==> src/rtl/alu_frame_sequencer.sv <==
// Byte-frame sequencer: collects A, B and opcode bytes, drives the ALU and hands the result to
// the UART transmitter. Optional inter-byte timeout is enabled with ALU_SEQ_TIMEOUT_EN.
module alu_frame_sequencer #(
  parameter int unsigned NB_DATA        = 8,
  parameter int unsigned NB_OP          = 6,
  parameter int unsigned TIMEOUT_CYCLES = 100000
) (
  input  logic               i_clock,
  input  logic               i_reset,
  input  logic [NB_DATA-1:0] i_rx_data,
  input  logic               i_rx_valid,
  output logic [NB_DATA-1:0] o_alu_a,
  output logic [NB_DATA-1:0] o_alu_b,
  output logic [NB_OP-1:0]   o_alu_op,
  input  logic [NB_DATA-1:0] i_alu_result,
  output logic [NB_DATA-1:0] o_tx_data,
  output logic               o_tx_start,
  input  logic               i_tx_done,
  output logic               o_busy,
  output logic               o_op_error,
  output logic               o_timeout
);

  typedef enum logic [2:0] {
    StIdle,
    StWaitB,
    StWaitOp,
    StExec,
    StSend,
    StWaitTx
  } state_e;

  state_e             state_q, state_d;
  logic [NB_DATA-1:0] alu_a_q, alu_b_q, tx_data_q;
  logic [NB_OP-1:0]   alu_op_q;
  logic               op_error_q;
  logic               op_valid;
  logic               expire;

  always_comb begin
    op_valid = 1'b0;
    if (i_rx_data[NB_DATA-1:NB_OP] == '0) begin
      case (i_rx_data[NB_OP-1:0])
        NB_OP'('h20), NB_OP'('h22), NB_OP'('h24), NB_OP'('h25),
        NB_OP'('h26), NB_OP'('h03), NB_OP'('h02), NB_OP'('h27): op_valid = 1'b1;
        default: op_valid = 1'b0;
      endcase
    end
  end

`ifdef ALU_SEQ_TIMEOUT_EN
  localparam int unsigned CntW = $clog2(TIMEOUT_CYCLES + 1);

  logic [CntW-1:0] cnt_q;
  logic            timeout_q;
  logic            wait_st;

  assign wait_st = (state_q == StWaitB) || (state_q == StWaitOp);
  // A byte arriving in the expiry cycle wins over the timeout.
  assign expire  = wait_st && !i_rx_valid && (cnt_q == CntW'(TIMEOUT_CYCLES - 1));

  always_ff @(posedge i_clock or negedge i_reset) begin
    if (!i_reset) begin
      cnt_q     <= '0;
      timeout_q <= 1'b0;
    end else begin
      if (!wait_st || i_rx_valid || expire) cnt_q <= '0;
      else                                  cnt_q <= cnt_q + 1'b1;
      timeout_q <= expire;
    end
  end

  assign o_timeout = timeout_q;
`else
  assign expire    = 1'b0;
  assign o_timeout = 1'b0;
`endif

  always_ff @(posedge i_clock or negedge i_reset) begin
    if (!i_reset) state_q <= StIdle;
    else          state_q <= state_d;
  end

  always_comb begin
    state_d = state_q;
    unique case (state_q)
      StIdle:   if (i_rx_valid) state_d = StWaitB;
      StWaitB:  begin
        if (i_rx_valid)  state_d = StWaitOp;
        else if (expire) state_d = StIdle;
      end
      StWaitOp: begin
        if (i_rx_valid)  state_d = op_valid ? StExec : StIdle;
        else if (expire) state_d = StIdle;
      end
      StExec:   state_d = StSend;
      StSend:   state_d = StWaitTx;
      StWaitTx: if (i_tx_done) state_d = StIdle;
      default:  state_d = StIdle;
    endcase
  end

  always_comb begin
    o_busy     = (state_q == StExec) || (state_q == StSend) || (state_q == StWaitTx);
    o_tx_start = (state_q == StSend);
  end

  always_ff @(posedge i_clock or negedge i_reset) begin
    if (!i_reset) begin
      alu_a_q    <= '0;
      alu_b_q    <= '0;
      alu_op_q   <= '0;
      tx_data_q  <= '0;
      op_error_q <= 1'b0;
    end else begin
      if (i_rx_valid) begin
        if (state_q == StIdle) begin
          alu_a_q    <= i_rx_data;
          op_error_q <= 1'b0;
        end else if (state_q == StWaitB) begin
          alu_b_q <= i_rx_data;
        end else if (state_q == StWaitOp) begin
          if (op_valid) alu_op_q   <= i_rx_data[NB_OP-1:0];
          else          op_error_q <= 1'b1;
        end
      end
      if (state_q == StExec) tx_data_q <= i_alu_result;
    end
  end

  assign o_alu_a    = alu_a_q;
  assign o_alu_b    = alu_b_q;
  assign o_alu_op   = alu_op_q;
  assign o_tx_data  = tx_data_q;
  assign o_op_error = op_error_q;

endmodule

==> config.mk <==
export PLATFORM = sky130hd
export DESIGN_NAME = alu_frame_sequencer
export DESIGN_NICKNAME = d
export VERILOG_FILES = /design/src/rtl/alu_frame_sequencer.sv
export SDC_FILE = /design/constraint.sdc
export NUM_CORES = 1
export LEC_CHECK = 0
export ABC_AREA = 1
export BUFFER_PORTS_ARGS = -buffer_cell sky130_fd_sc_hd__buf_2
export CORE_MARGIN = 2
export CORE_UTILIZATION = 51
export DETAILED_ROUTE_END_ITERATION = 10
export PLACE_DENSITY = 0.8
export SYNTH_ARGS = -nofsm -noshare
export SYNTH_HDL_FRONTEND = slang
export SYNTH_SLANG_ARGS = --single-unit
==> constraint.sdc <==
create_clock -name i_clock -period 3.1 [get_ports i_clock]
set_input_delay 0.31 -clock i_clock [delete_from_list [all_inputs] [get_ports i_clock]]
set_output_delay 0.31 -clock i_clock [all_outputs]
set_load 0.01 [all_outputs]
### After elaboration in Yosys (flattened, before gate mapping)

Index checks and enable logic that the tools add are counted.

* equality and inequality tests: 19
* muxes and demuxes: 12
* bitwise gates (word level): 2
* reductions and logical operators: 11

Operators with widths (number)
* $eq A6 B6 Y1 const B: 6
* $pmux W3 S6: 1
* $eq A6 B2 Y1 const B: 2
* $mux W3: 4
* $ne A2 B2 Y1 const B: 5
* $reduce_and A4 Y1: 2
* $reduce_or A8 Y1: 1
* $eq A3 B2 Y1 const B: 2
* $eq A3 B3 Y1 const B: 2
* $mux W1: 6
* $reduce_and A5 Y1: 1
* $eq A3 B1 Y1 const B: 1
* $logic_not A3 Y1: 1
* $reduce_and A3 Y1: 1
* $logic_not A2 Y1: 1
* $logic_or A1 B1 Y1: 2
* $mux W2: 1
* $ne A2 B1 Y1 const B: 1
* $not A1 Y1: 2
* $reduce_and A2 Y1: 1
* $reduce_bool A2 Y1: 1

* bits in registers: 34
* input port bits: 20

### Longest topological paths before layout

* word-level depth: 8
* depth in mapped cells: 7
* depth with buffers taken out: 7

### Worst setup path after synthesis

Ideal clock, no wire load.

* path kind: register to output
* from: reg state_q[2]
* to: out o_busy
* arrival time: 970 ps
* data required time: 2790 ps
* path slack: 1820 ps
* stages on the path, launching flop included: 6
* buffers on the path: 0
* cells stage by stage: dfrtp_1 inv_2 nand3_2 o21ai_0 inv_1 nand2_1

* longest elaborated chain between the ends: 3

RTL lines
* start, declared: line 33 `state_e state_q, state_d;`
* start signal, assigned: line 80 `if (!i_reset) state_q <= StIdle;`
* start signal, assigned: line 81 `else state_q <= state_d;`
* $eq A3 B2 Y1 or $eq A3 B3 Y1 (tied branches): line 104 `o_busy = (state_q == StExec) || (state_q == StSend) || (state_q == StWaitTx);`
* $logic_or A1 B1 Y1: line 104
* $logic_or A1 B1 Y1 *: line 104
* end, declared: line 19 `output logic o_busy,`

Every way passes the cells marked *; elsewhere a longest branch is shown, timed or not.

### Final worst setup path

Same ends and word-level chain as after synthesis.

==> impl_metrics.ini <==
[setup_path]
worstPathArrival_ps = 1540
critical_path_buf_inv_count = 3
regToRegEndpoint = o_alu_a[2]
path_cells = inv_2 > nand3_2 > o21ai_0 > inv_1 > nand2_1 > buf_2
startpoint = state_q[2]
crit_family = flip-flops
worstPathMaxFanout = 9
worstSetupPathType = flip-flop to output port
r2r_start = state_q[2]
critPathLaunchType = flip-flop
r2r_cells = 6
end_kind = output port
path_depth = 6
required_ps = 2790
cp_slowest_stage_delay_ps = 400
crit_path_end = o_busy
crit_slowest_cell = dfrtp_1
r2r_slack_ps = 1730

[timing]
tightest_slew_ps = 715
fmax_mhz = 541
relSlewSlack_pct = 52.4
hold_viol = 0
rsz0062_at_grt = no
period_share_pct = 59.6
finalMaxSlewViolations = 0
period_needed_ps = 1850
tns_ps = 0
finClkSkew_ps = 7.29
finalSetupViolations = 0

[logic_synthesis]
synthArstFlopShare_pct = 100
yosysMostFrequentCell = nand2_1
synth-edff-count = 0
syn_nets = 171
yosysUniqueCellTypes = 24
synthAdderAreaFrac_pct = 0
yosys.area_share.simple_pct = 21.0
synth_compound_area_share_pct = 10.4
synthFlopType = dfrtp_1
synthCells = 151
synth_seq_area_share_pct = 56.3
synth_top_family_by_area = simple AND/OR/NAND/NOR gates
synth_seq_cells = 34
synth_area_per_cell_sq_um = 10.0
synth_top_cell_by_area = dfrtp_1
synth_common_cells = nand2_1 (42), dfrtp_1 (34), inv_1 (15), o21ai_2 (9)
synth_top_area_share_pct = 56.3
synth_xor_area_share_pct = 0
yosysWarnings = 0
netlist_top_cells_area = dfrtp_1 (56%), nand2_1 (10%), mux2_2 (6.0%)
synth.area.mux_share_pct = 5.97
synth_area_sq_um = 1510

[clock_network]
root_buffer = clkbuf_4
h-tree-depth = 2
cts_hold_buffers = 0
cts.repair.resized = 0
cts_made_buffers = 5
clkTransAtPathRegs_ps = 100
clockBufferDepth = 2
clk_latency_ps = 330
clock_sinks = 34
cts_tree = yes
cts_setup_buffers = 0

[finish]
drive_gt1_share_pct = 42.3
nets = 227
fin_area_sq_um = 1850
n_antenna_cell = 0
fillCellCount = 245
syn_to_final_growth_pct = 22.2

[die]
coreArea_sq_um = 2780
core.rowCount = 19
io_pins = 54
start_util_pct = 54.3
die_h_microns = 58.4
die_w_microns = 58.4
die_area_sq_um = 3410

[global_routing]
grt_max_degree = 35
grt_pass1_wl_microns = 4890
grt_antenna_before_repair = 0
grtUsageTotal_pct = 19.8
grt-ovfl-total = 0
grt_pass1_vias = 1107

[status]
status = completed

[drt]
firstDrtPassIters = 5
drc = 0
avgViaCountPerCell = 5.01
wl_microns = 2980
drt-initial-drc-count = 49
drt.antenna.violating_nets = 0
wl_per_cell_microns = 12.5
vias = 1197

[place]
hpwl_microns = 2330
port-buffer-count = 52
place_congestion = 0.824
postPlaceCellArea_sq_um = 1790

[pwr]
p_leak_nw = 1.03
vdd_drop_max_mv = 0.700
powerDensity_nw_per_um2 = 904

[worst_hold_path]
hold_path.class = input pin to asynchronous set/reset pin

[run]
maxCapViolCount = 0
[placed cells by master (no fill, tap or decap), drive strengths merged]
master	n
nand3	6
a21oi	2
dfrtp	34
nor2	10
o21a	1
nand2	44
mux2	8
inv	18
conb	1
nand4	5
buf	52
o21ai	19
clkbuf	7
clkinv	1
[cell families (layout without fill, tap and decap cells)]
| kind of cell | count (synthesis) | in the layout |
|---|---|---|
| AND/OR/NAND/NOR | 65 | 65 |
| flip-flops | 34 | 34 |
| AO/OA/AOI/OAI | 22 | 22 |
| buffers and inverters | 21 | 78 |
| multiplexers | 8 | 8 |
| other | 1 | 1 |
[metrics by stage]
stage	worst slack [ps]	std cells	power [W]	util [%]	hold WS, ps
5_1_grt	1140	239	0.00180	66.4	58.9
4_1_cts	1240	239	0.00169	66.4	36.2
6_report	1250	239	0.00167	66.4	21.0
3_3_place_gp	1690	231	0.00140	64.2	396
2_1_floorplan	1820	151	0.00118	-	14.4
3_5_place_dp	1620	231	0.00144	64.2	410
[metal layers]
| metal | wire, microns | up-vias | global-route usage [%] | share of wire, % |
|---|---|---|---|---|
| li1 | - | 597 | - | - |
| met1 | 1250 | 547 | 23.9 | 42 |
| met2 | 1430 | 46 | 31.8 | 48 |
| met3 | 248 | 7 | 7.03 | 8.3 |
| met4 | 55 | 0 | 8.97 | 1.8 |
| met5 | 0 | - | 0 | 0 |
[final cells by class]
type | instances | area (sq um) | area share, %
Multi-Input combinational cell | 96 | 568 | 30.8
Inverter | 18 | 67.6 | 3.66
Sequential cell | 34 | 851 | 46.1
Tap cell | 31 | 38.8 | 2.10
Clock inverter | 1 | 5.00 | 0.271
Clock buffer | 7 | 55.1 | 2.98
Timing Repair Buffer | 52 | 260 | 14.1
[sequential cells by signal, summed over array words and instances (netlist names)]
name        cells
o_tx_data       8
o_op_error      1
state_q         3
o_alu_op        6
o_alu_b         8
o_alu_a         8
[where the power goes]
group / total (W) / switching [W] / leakage, nW / internal (W)
Clock: 0.000245 / 0.000135 / 0.0353 / 0.000110
Combinational: 0.000701 / 0.000410 / 0.569 / 0.000292
Sequential: 0.000722 / 0.000101 / 0.426 / 0.000621
Total: 0.00167 / 0.000645 / 1.03 / 0.00102
[worst min path at each step]
stage,from,end,slack [ps]
finish,i_reset,o_tx_data[5],20
global route,i_reset,o_alu_a[7],60
CTS,i_reset,o_tx_data[5],40
detailed placement,i_reset,o_alu_b[0],410
global placement,i_reset,o_alu_b[3],400
floorplan,i_reset,o_alu_a[0],10
Note: power is estimated with default switching activity, not from simulation.
